[config.mk]
export PLATFORM = sky130hd
export DESIGN_NAME = mc_controller_flat
export DESIGN_NICKNAME = d
export VERILOG_FILES = /design/src/rtl/mc_controller_pkg.sv /design/src/rtl/mc_controller_if.sv /design/src/rtl/mc_controller_alu_decoder.sv /design/src/rtl/mc_controller.sv /design/src/flat_wrapper.sv
export SDC_FILE = /design/constraint.sdc
export NUM_CORES = 1
export LEC_CHECK = 0
export BUFFER_PORTS_ARGS = -buffer_cell sky130_fd_sc_hd__buf_2
export CELL_PAD_IN_SITES_DETAIL_PLACEMENT = 1
export CELL_PAD_IN_SITES_GLOBAL_PLACEMENT = 1
export CORE_MARGIN = 5
export CORE_UTILIZATION = 26
export DETAILED_ROUTE_END_ITERATION = 8
export PLACE_DENSITY = 0.85
export SYNTH_ARGS = -nofsm -noshare
export SYNTH_HDL_FRONTEND = slang
export SYNTH_HIERARCHICAL = 1
export SYNTH_SLANG_ARGS = --single-unit
[constraint.sdc]
create_clock -name clk -period 3.14 [get_ports clk]
set_input_delay 0.314 -clock clk [delete_from_list [all_inputs] [get_ports clk]]
set_output_delay 0.314 -clock clk [all_outputs]
set_load 0.02 [all_outputs]
[src/rtl/mc_controller_pkg.sv]
// Shared types and constants for the multi-cycle MIPS main controller.
// States, opcode/funct fields, ALU codes and the datapath control bundle.
package mc_ctrl_pkg;

  localparam int OP_W    = 6;
  localparam int FUNCT_W = 6;
  localparam int ALU_W   = 3;

  typedef enum logic [3:0] {
    FETCH    = 4'd0,
    DECODE   = 4'd1,
    MEMADR   = 4'd2,
    MEMRD    = 4'd3,
    MEMWB    = 4'd4,
    MEMWR    = 4'd5,
    EXECUTE  = 4'd6,
    ALUWB    = 4'd7,
    BRANCH   = 4'd8,
    ADDIEXEC = 4'd9,
    ADDIWB   = 4'd10,
    JUMP     = 4'd11
  } state_t;

  localparam logic [OP_W-1:0] OP_RTYPE = 6'b000000;
  localparam logic [OP_W-1:0] OP_LW    = 6'b100011;
  localparam logic [OP_W-1:0] OP_SW    = 6'b101011;
  localparam logic [OP_W-1:0] OP_BEQ   = 6'b000100;
  localparam logic [OP_W-1:0] OP_ADDI  = 6'b001000;
  localparam logic [OP_W-1:0] OP_J     = 6'b000010;

  localparam logic [FUNCT_W-1:0] F_ADD = 6'b100000;
  localparam logic [FUNCT_W-1:0] F_SUB = 6'b100010;
  localparam logic [FUNCT_W-1:0] F_AND = 6'b100100;
  localparam logic [FUNCT_W-1:0] F_OR  = 6'b100101;
  localparam logic [FUNCT_W-1:0] F_SLT = 6'b101010;

  typedef logic [1:0] alu_op_t;
  localparam alu_op_t ALUOP_ADD   = 2'b00;
  localparam alu_op_t ALUOP_SUB   = 2'b01;
  localparam alu_op_t ALUOP_FUNCT = 2'b10;

  localparam logic [ALU_W-1:0] ALU_ADD = 3'b010;
  localparam logic [ALU_W-1:0] ALU_SUB = 3'b110;
  localparam logic [ALU_W-1:0] ALU_AND = 3'b000;
  localparam logic [ALU_W-1:0] ALU_OR  = 3'b001;
  localparam logic [ALU_W-1:0] ALU_SLT = 3'b111;

  localparam logic [1:0] SRCB_REG     = 2'b00;
  localparam logic [1:0] SRCB_FOUR    = 2'b01;
  localparam logic [1:0] SRCB_IMM     = 2'b10;
  localparam logic [1:0] SRCB_IMM_SH2 = 2'b11;

  localparam logic [1:0] PC_ALU    = 2'b00;
  localparam logic [1:0] PC_ALUOUT = 2'b01;
  localparam logic [1:0] PC_JUMP   = 2'b10;

  // Moore-decoded datapath controls; alu_cntrl/illegal_instr travel separately.
  typedef struct packed {
    logic       pc_write;
    logic       branch;
    logic       iRwrite;
    logic       regWrite;
    logic       memWrite;
    logic       IorD;
    logic       regDst;
    logic       memToReg;
    logic       aluSrc_a;
    logic [1:0] aluSrc_b;
    logic [1:0] pc_src;
  } ctrl_t;

  function automatic logic is_supported_op(input logic [OP_W-1:0] op);
    return (op == OP_RTYPE) || (op == OP_LW) || (op == OP_SW) ||
           (op == OP_BEQ) || (op == OP_ADDI) || (op == OP_J);
  endfunction

endpackage

[src/rtl/mc_controller_if.sv]
// Controller <-> datapath bundle: instruction word in, control signals out.
// master = controller side, slave = datapath side.
interface mc_controller_if #(
  parameter int BUS_WIDTH = 32
);

  logic [BUS_WIDTH-1:0] instr;
  logic                 pc_write;
  logic                 branch;
  logic                 iRwrite;
  logic                 regWrite;
  logic                 memWrite;
  logic                 IorD;
  logic                 regDst;
  logic                 memToReg;
  logic                 aluSrc_a;
  logic [1:0]           aluSrc_b;
  logic [1:0]           pc_src;
  logic [2:0]           alu_cntrl;
  logic                 illegal_instr;
  logic [3:0]           state_dbg;

  modport master (
    input  instr,
    output pc_write, branch, iRwrite, regWrite, memWrite, IorD, regDst,
           memToReg, aluSrc_a, aluSrc_b, pc_src, alu_cntrl, illegal_instr,
           state_dbg
  );

  modport slave (
    output instr,
    input  pc_write, branch, iRwrite, regWrite, memWrite, IorD, regDst,
           memToReg, aluSrc_a, aluSrc_b, pc_src, alu_cntrl, illegal_instr,
           state_dbg
  );

endinterface

[src/rtl/mc_controller_alu_decoder.sv]
// ALU operation decoder: ALUOp plus funct to the 3-bit ALU control code.
// Unknown funct values fall back to add so the instruction still completes.
module alu_decoder
  import mc_ctrl_pkg::*;
(
  input  alu_op_t            alu_op,
  input  logic [FUNCT_W-1:0] funct,
  output logic [ALU_W-1:0]   alu_cntrl
);

  always_comb begin
    alu_cntrl = ALU_ADD;
    case (alu_op)
      ALUOP_SUB: alu_cntrl = ALU_SUB;
      ALUOP_FUNCT: begin
        case (funct)
          F_ADD:   alu_cntrl = ALU_ADD;
          F_SUB:   alu_cntrl = ALU_SUB;
          F_AND:   alu_cntrl = ALU_AND;
          F_OR:    alu_cntrl = ALU_OR;
          F_SLT:   alu_cntrl = ALU_SLT;
          default: alu_cntrl = ALU_ADD;
        endcase
      end
      default: alu_cntrl = ALU_ADD;
    endcase
  end

endmodule

[src/rtl/mc_controller.sv]
// Main control unit of the multi-cycle MIPS core: Moore FSM plus ALU decoder.
// All outputs are forced low while rst is asserted, so an aborted instruction never strobes.
//
//   state    | meaning
//   FETCH    | read instruction at PC, PC <= PC + 4
//   DECODE   | read registers, precompute branch target, dispatch on opcode
//   MEMADR   | compute lw/sw effective address
//   MEMRD    | read data memory at aluOut
//   MEMWB    | write loaded word to rt
//   MEMWR    | write register B to memory at aluOut
//   EXECUTE  | R-type ALU operation
//   ALUWB    | write ALU result to rd
//   BRANCH   | compare A/B, load PC with branch target if equal
//   ADDIEXEC | A + sign-extended immediate
//   ADDIWB   | write addi result to rt
//   JUMP     | load PC with jump address
module mc_controller
  import mc_ctrl_pkg::*;
#(
  parameter int OP_WIDTH    = 6,
  parameter int FUNCT_WIDTH = 6,
  parameter int BUS_WIDTH   = 32
) (
  input  logic              clk,
  input  logic              rst,
  mc_controller_if.master   bus
);

  state_t                 state;
  state_t                 state_nxt;
  ctrl_t                  ctrl_d;
  ctrl_t                  ctrl_q;
  alu_op_t                alu_op;
  logic                   illegal_d;
  logic [ALU_W-1:0]       alu_cntrl_d;
  logic [OP_WIDTH-1:0]    opcode;
  logic [FUNCT_WIDTH-1:0] funct;
  logic                   unused_instr_bits;

  assign opcode            = bus.instr[BUS_WIDTH-1 -: OP_WIDTH];
  assign funct             = bus.instr[FUNCT_WIDTH-1:0];
  assign unused_instr_bits = ^bus.instr[BUS_WIDTH-OP_WIDTH-1:FUNCT_WIDTH];

  always_ff @(posedge clk or negedge rst) begin
    if (!rst) begin
      state <= FETCH;
    end else begin
      state <= state_nxt;
    end
  end

  always_comb begin
    ctrl_d    = '0;
    alu_op    = ALUOP_ADD;
    illegal_d = 1'b0;
    state_nxt = FETCH;
    case (state)
      FETCH: begin
        ctrl_d.aluSrc_b = SRCB_FOUR;
        ctrl_d.iRwrite  = 1'b1;
        ctrl_d.pc_write = 1'b1;
        state_nxt       = DECODE;
      end
      DECODE: begin
        ctrl_d.aluSrc_b = SRCB_IMM_SH2;
        case (opcode)
          OP_LW, OP_SW: state_nxt = MEMADR;
          OP_RTYPE:     state_nxt = EXECUTE;
          OP_BEQ:       state_nxt = BRANCH;
          OP_ADDI:      state_nxt = ADDIEXEC;
          OP_J:         state_nxt = JUMP;
          default: begin
            state_nxt = FETCH;
            illegal_d = 1'b1;
          end
        endcase
      end
      MEMADR: begin
        ctrl_d.aluSrc_a = 1'b1;
        ctrl_d.aluSrc_b = SRCB_IMM;
        // Anything but a store reads; a stray write is the costlier mistake.
        state_nxt       = (opcode == OP_SW) ? MEMWR : MEMRD;
      end
      MEMRD: begin
        ctrl_d.IorD = 1'b1;
        state_nxt   = MEMWB;
      end
      MEMWB: begin
        ctrl_d.memToReg = 1'b1;
        ctrl_d.regWrite = 1'b1;
        state_nxt       = FETCH;
      end
      MEMWR: begin
        ctrl_d.IorD     = 1'b1;
        ctrl_d.memWrite = 1'b1;
        state_nxt       = FETCH;
      end
      EXECUTE: begin
        ctrl_d.aluSrc_a = 1'b1;
        ctrl_d.aluSrc_b = SRCB_REG;
        alu_op          = ALUOP_FUNCT;
        state_nxt       = ALUWB;
      end
      ALUWB: begin
        ctrl_d.regDst   = 1'b1;
        ctrl_d.regWrite = 1'b1;
        state_nxt       = FETCH;
      end
      BRANCH: begin
        ctrl_d.aluSrc_a = 1'b1;
        ctrl_d.aluSrc_b = SRCB_REG;
        ctrl_d.pc_src   = PC_ALUOUT;
        ctrl_d.branch   = 1'b1;
        alu_op          = ALUOP_SUB;
        state_nxt       = FETCH;
      end
      ADDIEXEC: begin
        ctrl_d.aluSrc_a = 1'b1;
        ctrl_d.aluSrc_b = SRCB_IMM;
        state_nxt       = ADDIWB;
      end
      ADDIWB: begin
        ctrl_d.regWrite = 1'b1;
        state_nxt       = FETCH;
      end
      JUMP: begin
        ctrl_d.pc_src   = PC_JUMP;
        ctrl_d.pc_write = 1'b1;
        state_nxt       = FETCH;
      end
      default: state_nxt = FETCH;
    endcase
  end

  alu_decoder u_alu_decoder (
    .alu_op    (alu_op),
    .funct     (funct),
    .alu_cntrl (alu_cntrl_d)
  );

  assign ctrl_q = rst ? ctrl_d : '0;

  assign bus.pc_write      = ctrl_q.pc_write;
  assign bus.branch        = ctrl_q.branch;
  assign bus.iRwrite       = ctrl_q.iRwrite;
  assign bus.regWrite      = ctrl_q.regWrite;
  assign bus.memWrite      = ctrl_q.memWrite;
  assign bus.IorD          = ctrl_q.IorD;
  assign bus.regDst        = ctrl_q.regDst;
  assign bus.memToReg      = ctrl_q.memToReg;
  assign bus.aluSrc_a      = ctrl_q.aluSrc_a;
  assign bus.aluSrc_b      = ctrl_q.aluSrc_b;
  assign bus.pc_src        = ctrl_q.pc_src;
  assign bus.alu_cntrl     = rst ? alu_cntrl_d : '0;
  assign bus.illegal_instr = rst & illegal_d;
  assign bus.state_dbg     = state;

endmodule
[src/flat_wrapper.sv]
// flat-port wrapper written by rule: the top's interface ports become plain ports
module mc_controller_flat import mc_ctrl_pkg::*;
#(
  parameter int OP_WIDTH    = 6,
  parameter int FUNCT_WIDTH = 6,
  parameter int BUS_WIDTH   = 32
)
  (clk, rst, bus_instr, bus_pc_write, bus_branch, bus_iRwrite, bus_regWrite, bus_memWrite, bus_IorD, bus_regDst, bus_memToReg, bus_aluSrc_a, bus_aluSrc_b, bus_pc_src, bus_alu_cntrl, bus_illegal_instr, bus_state_dbg);
  mc_controller_if #(.BUS_WIDTH(BUS_WIDTH)) bus_i ();
  input  logic clk;
  input  logic rst;
  input wire logic [$bits(bus_i.instr)-1:0] bus_instr;
  output wire logic [$bits(bus_i.pc_write)-1:0] bus_pc_write;
  output wire logic [$bits(bus_i.branch)-1:0] bus_branch;
  output wire logic [$bits(bus_i.iRwrite)-1:0] bus_iRwrite;
  output wire logic [$bits(bus_i.regWrite)-1:0] bus_regWrite;
  output wire logic [$bits(bus_i.memWrite)-1:0] bus_memWrite;
  output wire logic [$bits(bus_i.IorD)-1:0] bus_IorD;
  output wire logic [$bits(bus_i.regDst)-1:0] bus_regDst;
  output wire logic [$bits(bus_i.memToReg)-1:0] bus_memToReg;
  output wire logic [$bits(bus_i.aluSrc_a)-1:0] bus_aluSrc_a;
  output wire logic [$bits(bus_i.aluSrc_b)-1:0] bus_aluSrc_b;
  output wire logic [$bits(bus_i.pc_src)-1:0] bus_pc_src;
  output wire logic [$bits(bus_i.alu_cntrl)-1:0] bus_alu_cntrl;
  output wire logic [$bits(bus_i.illegal_instr)-1:0] bus_illegal_instr;
  output wire logic [$bits(bus_i.state_dbg)-1:0] bus_state_dbg;
  assign bus_i.instr = bus_instr;
  assign bus_pc_write = bus_i.pc_write;
  assign bus_branch = bus_i.branch;
  assign bus_iRwrite = bus_i.iRwrite;
  assign bus_regWrite = bus_i.regWrite;
  assign bus_memWrite = bus_i.memWrite;
  assign bus_IorD = bus_i.IorD;
  assign bus_regDst = bus_i.regDst;
  assign bus_memToReg = bus_i.memToReg;
  assign bus_aluSrc_a = bus_i.aluSrc_a;
  assign bus_aluSrc_b = bus_i.aluSrc_b;
  assign bus_pc_src = bus_i.pc_src;
  assign bus_alu_cntrl = bus_i.alu_cntrl;
  assign bus_illegal_instr = bus_i.illegal_instr;
  assign bus_state_dbg = bus_i.state_dbg;
  mc_controller #(.OP_WIDTH(OP_WIDTH), .FUNCT_WIDTH(FUNCT_WIDTH), .BUS_WIDTH(BUS_WIDTH)) u_core (.clk(clk), .rst(rst), .bus(bus_i));
endmodule
==> flow_metrics.tcl <==
set metrics [dict create \
    ios 55 \
    ys_warn_count 6 \
    worst_ep_arrival_time_ns 2.41 \
    clock_sinks 4 \
    p_sw_share_pct 54.6 \
    finish.net_count 158 \
    chipHeight_um 60.3 \
    internal-power_uw 221 \
    floorplan.initialDensity_pct 26.8 \
    fillers 322 \
    crit-reg2reg-capture "u_core/bus.state_dbg[1]" \
    slew_viol_final 0 \
    worstSkewPairLatency_ns 0.24 \
    cellPowerDensity_nw_per_um2 568 \
    p_leak_uw 0.000392 \
    cts_max_path_buffers 2 \
    power.combinational.fraction_pct 58.1 \
    ys.flop_type "dfrtp_1" \
    max_reg_flops 4 \
    detail_route.wirelength_um 2240 \
    grt_usage_pct 13.2 \
    rsz_0062_raised_after_global_routing "no" \
    rows 18 \
    finalHoldViolCount 0 \
    tightestPinTransition_ns 0.647 \
    switchingPower_uw 266 \
    hpwlAfterDp_um 1810 \
    final_util_pct 34.9 \
    synth_enable_flop_cells 0 \
    antenna_found_initial 0 \
    drive_above_1_share_pct 35.0 \
    timing.critical_path.fanout_max 16 \
    setup_violations 0 \
    synth_seq_cells 4 \
    required_ns 2.83 \
    run_status "complete, no violations" \
    final_clock_skew_ns 0.00385 \
    routedWlPerCell_um 14.9 \
    synthArstFlopShare_pct 100 \
    final_cycle_utilization_of_the_critical_path_pct 86.8 \
    grt.overflow.total 0 \
    floorplan.die.width_um 60.3 \
    finalSetupTns_ns 0 \
    source_of_the_critical_timing_path "u_core/bus.state_dbg[1]" \
    place_congestion 0.823 \
    max_ir_drop_vdd_uv 197 \
    place.port_buffers 34 \
    grt_pass1_wl_um 3590 \
    synthMostInstantiatedCell "nor2_1" \
    insertedDiodeCount 0 \
    grt_max_degree 23 \
    placeableCoreArea_um2 2450 \
    max_cap_violations 0 \
    clock_network_fraction_of_design_power_pct 13.1 \
    synthToLayoutAreaGrowth_pct 30.0 \
    min-delay-path-class "in2async" \
    max_clock_freq_mhz 367 \
    cts-buffers-inserted 3 \
    period_minus_slack_ns 2.72 \
    post_synth_num_cell_types 38 \
    via_count_of_the_first_global_routing_pass 786 \
    register_share_of_total_power_pct 28.8 \
    die-area_um2 3640 \
    synth_top_area_share_pct 15.2 \
    synth_cell_count_leaders "nor2_1 (11), nand2_1 (7), nor3_1 (7), buf_2 (6)" \
    synth.avg_cell_area_um2 7.31 \
    maxSlewHeadroom_pct 56.9 \
    syn-num-nets 126 \
    detail-route-antenna-nets 0 \
    timing_worst_setup_path_type "reg2out" \
    drc 0 \
    cp-start-kind "flip-flop" \
    netlist_area_um2 658 \
    seqCellArea_um2 100 \
    cts.root.buffer_cell "clkbuf_4" \
    cts_tree "yes" \
    worst_r2r_path_depth 3 \
    synthCells 90 \
    path_clk_slew_ns 0.04 \
    yosysSeqAreaShare_pct 15.2 \
    cts_htree_levels 1 \
    vias 784 \
    cells_taking_the_most_area_after_synthesis "dfrtp_1 (15%), nor2_1 (6.3%), nor3_1 (5.3%), buf_2 (4.6%), nor3b_1 (4.6%)" \
    yosys.area.top_type "dfrtp_1" \
    drt_pre_antenna_iters 4 \
    multi_input_area_um2 500 \
    drtIter0Drc 17 \
    setup.reg_to_reg.worst_slack_ns 1.57 \
    route.detailed.vias_per_inst 5.23 \
    r2r_start "u_core/bus.state_dbg[0]" \
    end_kind "output port" \
]
==> cells in the final DEF, fill, tap and decap left out, drive strengths merged, types with 3 or more instances in the layout <==
| cell type | n |
|---|---|
| o21ai | 3 |
| nand4bb | 3 |
| clkbuf | 3 |
| and2 | 4 |
| buf | 34 |
| nor3 | 7 |
| nand2 | 7 |
| inv | 4 |
| a21oi | 3 |
| dfrtp | 4 |
| nor3b | 4 |
| nor2 | 11 |
==> layer usage <==
metal / wire length, µm / share of wire [%] / up-vias / global-route usage, %
met2: 1120 / 50 / 28 / 24.1
li1: - / - / 391 / -
met1: 895 / 40 / 365 / 14.2
met3: 219 / 9.8 / 0 / 5.18
met5: 0 / 0 / - / 0
met4: 0 / 0 / 0 / 2.85
==> worst max path at each step <==
stage                                  end  slack, ns  cells after the start
final                     bus_alu_cntrl[2]       0.42                      7
after global routing      bus_alu_cntrl[0]       0.16                      8
after CTS                 bus_alu_cntrl[2]       0.38                      8
after detailed placement  bus_alu_cntrl[2]       0.64                      8
after global placement    bus_alu_cntrl[2]       0.73                      7
after floorplan           bus_alu_cntrl[2]       0.82                      8
==> power groups by stage <==
stage          logic [µW]  clock network (µW)  registers (µW)
6_report              282                63.8             140
5_1_grt               313                71.0             148
4_1_cts               287                66.0             139
3_5_place_dp          284                   0             140
3_3_place_gp          274                   0             139
2_1_floorplan         232                   0             101
==> worst max-delay path, cell delays in order (launching register included) <==
cell and delay (ns):
dfrtp_1 0.64, inv_1 0.21, nor3b_1 0.32, ha_1 0.33, nand4bb_1 0.24, o22ai_1 0.14
and2_1 0.13, buf_2 0.16
==> timing repair <==
action	4_1_cts	5_1_grt
hold buffers	1	0
resized for setup	0	0
setup buffers	0	0
endpoints found under the hold margin	4	0
setup endpoints to repair	0	0
==> final cells by class <==
cell class / count / share of cell area [%]
repair buffers: 35 / 21.1
flip-flops and latches: 4 / 11.7
multi-input cells: 74 / 58.5
well taps: 30 / 4.39
inverters: 4 / 1.75
clock buffers: 3 / 2.63
==> logic make-up (layout without fill, tap and decap cells) <==
logic type               count (synthesis)  count (layout)  synth area share [%]
buffers and inverters                   12              42                  8.74
AND/OR/NAND/NOR                         50              50                  47.2
AO/OA/AOI/OAI                           19              19                  21.1
flip-flops                               4               4                  15.2
adder cells (fa/ha/maj)                  2               2                  3.80
XOR/XNOR                                 3               3                  3.99
==> through the flow <==
stage	power (µW)	hold slack [ns]	instance area [µm²]	std cells	setup slack [ns]
2_1_floorplan	333	0.0184	658	90	0.822
3_3_place_gp	413	0.186	823	146	0.726
3_5_place_dp	424	0.190	823	146	0.643
4_1_cts	492	0.482	856	150	0.385
5_1_grt	532	0.516	856	150	0.163
6_report	486	0.478	856	150	0.416
No activity file was read; power rests on OpenSTA's default activity.
